<file path="config.mk">
export PLATFORM = sky130hd
export DESIGN_NAME = hls_handshake_profiler_flat
export DESIGN_NICKNAME = d
export VERILOG_FILES = /design/src/rtl/hls_handshake_profiler_if.sv /design/src/rtl/hls_handshake_profiler.sv /design/src/flat_wrapper.sv
export SDC_FILE = /design/constraint.sdc
export NUM_CORES = 2
export LEC_CHECK = 0
export CAP_MARGIN = 40
export CELL_PAD_IN_SITES_DETAIL_PLACEMENT = 2
export CELL_PAD_IN_SITES_GLOBAL_PLACEMENT = 2
export CORE_MARGIN = 5
export CORE_UTILIZATION = 43
export CTS_CLUSTER_SIZE = 28
export DETAILED_ROUTE_END_ITERATION = 7
export PLACE_DENSITY = 0.79
export SETUP_SLACK_MARGIN = 0.05
export SLEW_MARGIN = 15
export SYNTH_ARGS = -nofsm -noshare
export SYNTH_HDL_FRONTEND = slang
export SYNTH_SLANG_ARGS = --single-unit
</file>
<file path="constraint.sdc">
create_clock -name i_clock -period 7.4 [get_ports i_clock]
set_clock_uncertainty 0.1 [all_clocks]
set_input_delay 1.48 -clock i_clock [delete_from_list [all_inputs] [get_ports i_clock]]
set_output_delay 1.48 -clock i_clock [all_outputs]
set_load 0.005 [all_outputs]
</file>
<file path="src/rtl/hls_handshake_profiler_if.sv">
// Handshake, control and read-back bundle between a kernel testbench/board wrapper and the profiler.
interface hls_handshake_profiler_if #(
  parameter int unsigned NUM_CH = 8,
  parameter int unsigned CNT_W  = 32
) ();
  localparam int unsigned RDCH_W = $clog2(NUM_CH) + 1;

  logic [NUM_CH-1:0] ap_start;
  logic [NUM_CH-1:0] ap_ready;
  logic [NUM_CH-1:0] ap_done;
  logic [NUM_CH-1:0] ap_continue;
  logic              finish;
  logic              clear;
  logic              rd_en;
  logic [RDCH_W-1:0] rd_ch;
  logic [2:0]        rd_sel;
  logic              rd_valid;
  logic [CNT_W-1:0]  rd_data;
  logic              frozen;

  // Side that drives the handshakes and issues reads.
  modport master (
    output ap_start, ap_ready, ap_done, ap_continue, finish, clear, rd_en, rd_ch, rd_sel,
    input  rd_valid, rd_data, frozen
  );

  // Profiler side.
  modport slave (
    input  ap_start, ap_ready, ap_done, ap_continue, finish, clear, rd_en, rd_ch, rd_sel,
    output rd_valid, rd_data, frozen
  );
endinterface

</file>
<file path="src/rtl/hls_handshake_profiler.sv">
// Per-channel profiler for HLS block-level handshakes: start/txn counts, start-to-done
// latency (last/min/max), output-stall cycles, read back through a registered port.
module hls_handshake_profiler #(
  parameter int unsigned NUM_CH = 8,
  parameter int unsigned CNT_W  = 32,
  parameter int unsigned LAT_W  = 24
) (
  input  logic                     i_clock,
  input  logic                     i_reset,
  hls_handshake_profiler_if.slave  bus
);
  localparam int unsigned RDCH_W = $clog2(NUM_CH) + 1;

  typedef enum logic [1:0] {
    S_IDLE  = 2'd0,
    S_RUN   = 2'd1,
    S_STALL = 2'd2
  } state_t;

  state_t            r_state    [NUM_CH];
  logic [LAT_W-1:0]  r_lat_cnt  [NUM_CH];
  logic [LAT_W-1:0]  r_last_lat [NUM_CH];
  logic [LAT_W-1:0]  r_min_lat  [NUM_CH];
  logic [LAT_W-1:0]  r_max_lat  [NUM_CH];
  logic [CNT_W-1:0]  r_txn      [NUM_CH];
  logic [CNT_W-1:0]  r_starts   [NUM_CH];
  logic [CNT_W-1:0]  r_stall    [NUM_CH];
  logic [NUM_CH-1:0] r_ovf;
  logic              r_frozen;
  logic              r_rd_valid;
  logic [CNT_W-1:0]  r_rd_data;

  logic [LAT_W-1:0]  w_lat_inc  [NUM_CH];
  logic [NUM_CH-1:0] w_lat_sat;
  logic [LAT_W-1:0]  w_sample   [NUM_CH];
  logic [NUM_CH-1:0] w_sample_en;
  logic [CNT_W-1:0]  w_rd_mux;

  // Saturating latency increment and the latency value sampled on a completing done.
  always_comb begin
    for (int i = 0; i < NUM_CH; i++) begin
      w_lat_sat[i]   = &r_lat_cnt[i];
      w_lat_inc[i]   = w_lat_sat[i] ? r_lat_cnt[i] : r_lat_cnt[i] + LAT_W'(1);
      w_sample[i]    = (r_state[i] == S_IDLE) ? LAT_W'(1) : w_lat_inc[i];
      w_sample_en[i] = bus.ap_done[i] &&
                       (((r_state[i] == S_IDLE) && bus.ap_start[i]) || (r_state[i] == S_RUN));
    end
  end

  // Per-channel handshake FSM and statistics; clear outranks everything, frozen holds all.
  always_ff @(posedge i_clock) begin
    if (i_reset || bus.clear) begin
      for (int i = 0; i < NUM_CH; i++) begin
        r_state[i]    <= S_IDLE;
        r_lat_cnt[i]  <= '0;
        r_last_lat[i] <= '0;
        r_min_lat[i]  <= '1;
        r_max_lat[i]  <= '0;
        r_txn[i]      <= '0;
        r_starts[i]   <= '0;
        r_stall[i]    <= '0;
      end
      r_ovf <= '0;
    end else if (!r_frozen) begin
      for (int i = 0; i < NUM_CH; i++) begin
        if (bus.ap_start[i] && bus.ap_ready[i]) begin
          if (&r_starts[i]) r_ovf[i] <= 1'b1;
          else              r_starts[i] <= r_starts[i] + CNT_W'(1);
        end
        if (bus.ap_done[i] && bus.ap_continue[i]) begin
          if (&r_txn[i]) r_ovf[i] <= 1'b1;
          else           r_txn[i] <= r_txn[i] + CNT_W'(1);
        end
        if (w_sample_en[i]) begin
          r_last_lat[i] <= w_sample[i];
          if (w_sample[i] < r_min_lat[i]) r_min_lat[i] <= w_sample[i];
          if (w_sample[i] > r_max_lat[i]) r_max_lat[i] <= w_sample[i];
        end
        case (r_state[i])
          S_IDLE: begin
            if (bus.ap_start[i]) begin
              r_lat_cnt[i] <= LAT_W'(1);
              if (bus.ap_done[i]) r_state[i] <= bus.ap_continue[i] ? S_IDLE : S_STALL;
              else                r_state[i] <= S_RUN;
            end
          end
          S_RUN: begin
            r_lat_cnt[i] <= w_lat_inc[i];
            if (w_lat_sat[i]) r_ovf[i] <= 1'b1;
            if (bus.ap_done[i]) r_state[i] <= bus.ap_continue[i] ? S_IDLE : S_STALL;
          end
          S_STALL: begin
            if (bus.ap_continue[i]) begin
              r_state[i] <= S_IDLE;
            end else if (&r_stall[i]) begin
              r_ovf[i] <= 1'b1;
            end else begin
              r_stall[i] <= r_stall[i] + CNT_W'(1);
            end
          end
          default: r_state[i] <= S_IDLE;
        endcase
      end
    end
  end

  // Sticky freeze once the run reports finish.
  always_ff @(posedge i_clock) begin
    if (i_reset || bus.clear) r_frozen <= 1'b0;
    else if (bus.finish)      r_frozen <= 1'b1;
  end

  // Random-access statistics selector; out-of-range channel or selector reads zero.
  always_comb begin
    w_rd_mux = '0;
    for (int i = 0; i < NUM_CH; i++) begin
      if (bus.rd_ch == RDCH_W'(i)) begin
        case (bus.rd_sel)
          3'd0:    w_rd_mux = r_txn[i];
          3'd1:    w_rd_mux = r_starts[i];
          3'd2:    w_rd_mux = CNT_W'(r_last_lat[i]);
          3'd3:    w_rd_mux = CNT_W'(r_min_lat[i]);
          3'd4:    w_rd_mux = CNT_W'(r_max_lat[i]);
          3'd5:    w_rd_mux = r_stall[i];
          3'd6:    w_rd_mux = CNT_W'({r_ovf[i], r_state[i]});
          default: w_rd_mux = '0;
        endcase
      end
    end
  end

  // One register stage on the read port.
  always_ff @(posedge i_clock) begin
    if (i_reset || bus.clear) begin
      r_rd_valid <= 1'b0;
      r_rd_data  <= '0;
    end else begin
      r_rd_valid <= bus.rd_en;
      r_rd_data  <= bus.rd_en ? w_rd_mux : '0;
    end
  end

  assign bus.rd_valid = r_rd_valid;
  assign bus.rd_data  = r_rd_data;
  assign bus.frozen   = r_frozen;
endmodule

</file>
<file path="src/flat_wrapper.sv">
// flat-port wrapper written by rule: the top's interface ports become plain ports
module hls_handshake_profiler_flat 
#(
  parameter int unsigned NUM_CH = 8,
  parameter int unsigned CNT_W  = 32,
  parameter int unsigned LAT_W  = 24
)
  (i_clock, i_reset, bus_ap_start, bus_ap_ready, bus_ap_done, bus_ap_continue, bus_finish, bus_clear, bus_rd_en, bus_rd_ch, bus_rd_sel, bus_rd_valid, bus_rd_data, bus_frozen);
  hls_handshake_profiler_if #(.NUM_CH(NUM_CH), .CNT_W(CNT_W)) bus_i ();
  input  logic i_clock;
  input  logic i_reset;
  input wire logic [$bits(bus_i.ap_start)-1:0] bus_ap_start;
  input wire logic [$bits(bus_i.ap_ready)-1:0] bus_ap_ready;
  input wire logic [$bits(bus_i.ap_done)-1:0] bus_ap_done;
  input wire logic [$bits(bus_i.ap_continue)-1:0] bus_ap_continue;
  input wire logic [$bits(bus_i.finish)-1:0] bus_finish;
  input wire logic [$bits(bus_i.clear)-1:0] bus_clear;
  input wire logic [$bits(bus_i.rd_en)-1:0] bus_rd_en;
  input wire logic [$bits(bus_i.rd_ch)-1:0] bus_rd_ch;
  input wire logic [$bits(bus_i.rd_sel)-1:0] bus_rd_sel;
  output wire logic [$bits(bus_i.rd_valid)-1:0] bus_rd_valid;
  output wire logic [$bits(bus_i.rd_data)-1:0] bus_rd_data;
  output wire logic [$bits(bus_i.frozen)-1:0] bus_frozen;
  assign bus_i.ap_start = bus_ap_start;
  assign bus_i.ap_ready = bus_ap_ready;
  assign bus_i.ap_done = bus_ap_done;
  assign bus_i.ap_continue = bus_ap_continue;
  assign bus_i.finish = bus_finish;
  assign bus_i.clear = bus_clear;
  assign bus_i.rd_en = bus_rd_en;
  assign bus_i.rd_ch = bus_rd_ch;
  assign bus_i.rd_sel = bus_rd_sel;
  assign bus_rd_valid = bus_i.rd_valid;
  assign bus_rd_data = bus_i.rd_data;
  assign bus_frozen = bus_i.frozen;
  hls_handshake_profiler #(.NUM_CH(NUM_CH), .CNT_W(CNT_W), .LAT_W(LAT_W)) u_core (.i_clock(i_clock), .i_reset(i_reset), .bus(bus_i));
endmodule
</file>
==> reports/results.env <==
IO_BUFFER_COUNT=77
HOLD_BUFFERS=0
LAYOUT_NET_COUNT=10400
DRT_FIRST_ITER_VIOLATIONS=8322
CRITICAL_PATH.MAX_FANOUT=15
FLOORPLAN.IO_PINS=78
HOLD_VIO_CNT_FINAL=0
TRITONCTS='built'
GRT_REMAINING_OVERFLOW=0
DPL-INSTANCE-AREA_MM2=0.102
FIN_CRIT_SH=0.818
CP_DATA_REQUIRED_TIME_NS=7.91
GRT_PASS1_WL_UM=606000
POST-ROUTE-DRC-COUNT=0
TIGHTESTPINTRANSITION_NS=1.05
POSTSYNTHCELLCOUNT=9821
DRTANTENNAVIOLNETS=0
HOLD-PATH-CELL-COUNT=2
TIMING.REG2REG.WORST_PATH_DEPTH=15
NUMBER_OF_BUFFERS_AND_INVERTERS_ON_THE_CRITICAL_PATH=1
MAX_CAP_VIOLS=0
CRIT_PATH_CELLS='ha_1 -> nand3_1 -> nor3_1 -> and3_1 -> nor3_1 -> xnor2_1 -> nor2_1 -> ha_1 -> nand3_1 -> or4_1 -> nor3_1 -> nand2_1 -> o311ai_0 -> o21ai_2 -> buf_6'
CTS.HTREE.LEVELS=4
IRDROPWORSTVDD_mV=0.222
MAXSLEWHEADROOM=0.297
P_LEAK_nW=41.2
SYNTH-WARNING-COUNT=0
FRACTION_OF_POST_SYNTHESIS_CELL_AREA_IN_THE_TOP_CELL_TYPE_BY_AREA=0.481
VIAS_PER_CELL=6.34
INITIAL_CORE_UTIL=0.431
POST-ROUTE-MIN-PERIOD_NS=6.06
SYNTH.YOSYS.SEQ_AREA_SHARE=0.490
FMAX_MHz=165
SYNTH.LIB_CELLS_USED.DISTINCT=90
CTS_REPAIR_RESIZE_COUNT=0
START_KIND='register'
YS_FF_LATCH=1594
NUMBER_OF_ENABLE_FLIP_FLOP_CELLS_AFTER_SYNTHESIS=1552
SYNTH_COMMONEST_CELLS='nor2_1, edfxtp_1, nand2_1'
MAPPEDNETLISTAREA_MM2=0.0968
DRT-PASS1-ITER-COUNT=8
CLKSINKCOUNT=1594
FIN_WS_NS=1.34
DIE_HEIGHT_UM=485
TOTALNEGATIVESETUPSLACK_NS=0
GLOBALPLACE.CONGESTION=0.955
POST_ROUTE_CELLS_DRIVE_ABOVE_1_SHARE=0.0899
MAX_STAGE_DELAY_CELL_WORST_PATH='o311ai_0'
FLOORPLAN.ROWS=174
SYNTHFLOPTYPE='edfxtp_1'
CP-END-KIND='register'
CLK_TRANSITION_REPORTED_PATHS_NS=0.06
POSTSYNTHNETCOUNT=10300
LAYOUT_CELL_AREA_EXCL_FILL_MM2=0.109
CRIT_PATH_FREQUENT_CELL='nor3_1'
CTS.REPAIR_TIMING.SETUP_BUFFER_COUNT=0
AREA_GROWTH_PCT=12.0
HORIZONTAL_DIE_DIMENSION_UM=485
YOSYS_TOP_CELL_BY_AREA='edfxtp_1'
GRT_USE_TOTAL=0.344
WORSTSKEWPAIRLATENCY_NS=0.89
MAX-CLOCK-PATH-BUFFERS=3
FINALMAXSLEWVIOLATIONS=0
MAXIMUM_NUMBER_OF_PINS_ON_ONE_NET_BEFORE_GLOBAL_ROUTE_REPAIR=113
ANTENNA_FOUND_INITIAL=38
CORE_AREA_MM2=0.224
CRITICAL_PATH_ARRIVAL_NS=6.57
FINALSETUPVIOLCOUNT=0
FRACTION_OF_SYNTHESIS_FLOPS_USING_AN_ASYNCHRONOUS_SET_OR_RESET_PIN=0
RUN_STATUS='finished, final reports clean'
FILLER_CELL_COUNT=23100
WL_PER_CELL_UM=32.1
AVG_CELL_AREA_SYN_UM2=9.86
POST-SYNTH-TOP-COUNT-CELL='nor2_1'
MIN-DELAY-PATH-CLASS='register to register'
CRITICAL_PATH_S_TOP_DELAY_FAMILY='simple AND/OR/NAND/NOR gates'
HPWL_UM=310000
CTS_ROOT_BUF='clkbuf_16'
NUMBER_OF_GLOBAL_ROUTE_VIAS_BEFORE_REPAIR=87400
CRITPATHMAXSTAGEDELAY_NS=0.81
CTS_INSERTED_BUFFERS=188
POWER_PER_CELL_AREA_mW_PER_MM2=216
SYNTH.AREA.TOP_CELLS='edfxtp_1, nor2_1, ha_1'
FINAL_CORE_UTILIZATION=0.483
FP.DIEAREA_MM2=0.235
CRIT_TYPE='register to register'
PRE_CTS_SLACK_NS=1.55
ROUTED_WIRELENGTH_UM=419000
VIAS=82700
CP_NUM_CELLS=15
GRT_SETUP_UNREPAIRED='false'
state kept, by name, indices dropped and copies added (netlist names):
| name | cells |
|---|---|
| u_core.bus.frozen | 1 |
| u_core.bus.rd_data | 32 |
| u_core.bus.rd_valid | 1 |
| u_core.r_last_lat | 192 |
| u_core.r_lat_cnt | 192 |
| u_core.r_max_lat | 192 |
| u_core.r_min_lat | 192 |
| u_core.r_ovf | 8 |
| u_core.r_stall | 256 |
| u_core.r_starts | 256 |
| u_core.r_state | 16 |
| u_core.r_txn | 256 |
per-stage QoR:
stage               std cells  power, mW  hold WS (ns)
CTS                     13000       23.5         0.442
global route            13000       24.1         0.472
finish                  13000       23.5         0.445
global placement        12600       13.7         0.412
floorplan                9821       12.5         0.355
detailed placement      12700       13.8         0.435
final timing paths:
kind                                         startpoint                                     to  slack [ns]
setup reg to reg  u_core.r_lat_cnt[0][96]$_SDFFCE_PN0P_  u_core.r_min_lat[2][19]$_SDFFCE_PN1P_        1.34
hold / removal             u_core.r_ovf[5]$_SDFFE_PN0N_           u_core.r_ovf[5]$_SDFFE_PN0N_        0.45
hold reg to reg            u_core.r_ovf[5]$_SDFFE_PN0N_           u_core.r_ovf[5]$_SDFFE_PN0N_        0.45
setup / recovery  u_core.r_lat_cnt[0][96]$_SDFFCE_PN0P_  u_core.r_min_lat[2][19]$_SDFFCE_PN1P_        1.34
layout make-up:
cell class / instances / area (µm²) / area share
timing repair buffer: 323 / 2950 / 0.0272
clock buffer: 235 / 5040 / 0.0465
sequential: 1594 / 47400 / 0.437
multi-input combinational: 7150 / 45800 / 0.422
clock inverter: 116 / 1150 / 0.0106
tap: 2992 / 3740 / 0.0345
inverter: 621 / 2330 / 0.0215
antenna: 16 / 40.0 / 0.000369
cells by family after synthesis:
logic type                 count (synthesis)  synth area share
AOI/OAI and AO/OA                       1385            0.0914
xor gates and xnor gates                 827            0.0748
adders and majority gates                440            0.0568
buffers and inverters                   1077            0.0426
DFF                                     1594             0.490
muxes                                    400            0.0470
and+or+nand+nor                         4098             0.198
routing by layer:
metal,GRT usage,up-vias,share of wire
met5,0,-,0.00029
met2,0.557,3455,0.46
met3,0.0665,954,0.081
met1,0.437,43000,0.40
met4,0.179,18,0.061
li1,-,35300,-
layout by cell type (no fill, tap or decap), types with 37 or more instances in the layout:
| master | instances |
|---|---|
| a22oi_1 | 80 |
| o221ai_1 | 83 |
| buf_4 | 198 |
| mux2_2 | 66 |
| a21oi_1 | 407 |
| nand2_1 | 714 |
| inv_1 | 616 |
| clkdlybuf4s50_1 | 73 |
| o21ai_0 | 286 |
| and3_1 | 167 |
| ha_1 | 440 |
| a221oi_1 | 45 |
| nand3_1 | 452 |
| nor2_1 | 1717 |
| or2_2 | 156 |
| clkbuf_16 | 190 |
| xnor2_1 | 301 |
| o211ai_1 | 39 |
| o22ai_1 | 69 |
| clkinv_2 | 38 |
| dfxtp_1 | 41 |
| nor4_1 | 49 |
| and4_1 | 97 |
| mux4_2 | 37 |
| xor2_1 | 526 |
| nor3_1 | 183 |
| and2_1 | 43 |
| edfxtp_1 | 1552 |
| or3_1 | 79 |
| nor2b_1 | 41 |
| mux2i_1 | 297 |
| nand4_1 | 272 |
| clkinv_1 | 41 |
| a21o_1 | 95 |
report_power, final:
group	total [mW]	switching [mW]	leakage [nW]	internal, mW
clock	9.69	4.19	3.04	5.50
sequential	11.1	0.652	17.3	10.4
combinational	2.69	1.86	20.9	0.835
tightest hold or removal path, delay by kind of cell (launching register included):
kind | cells | cell delay, ns
and+or+nand+nor | 2 | 0.16
DFF | 1 | 0.33
No activity file was read; power rests on OpenSTA's default activity.
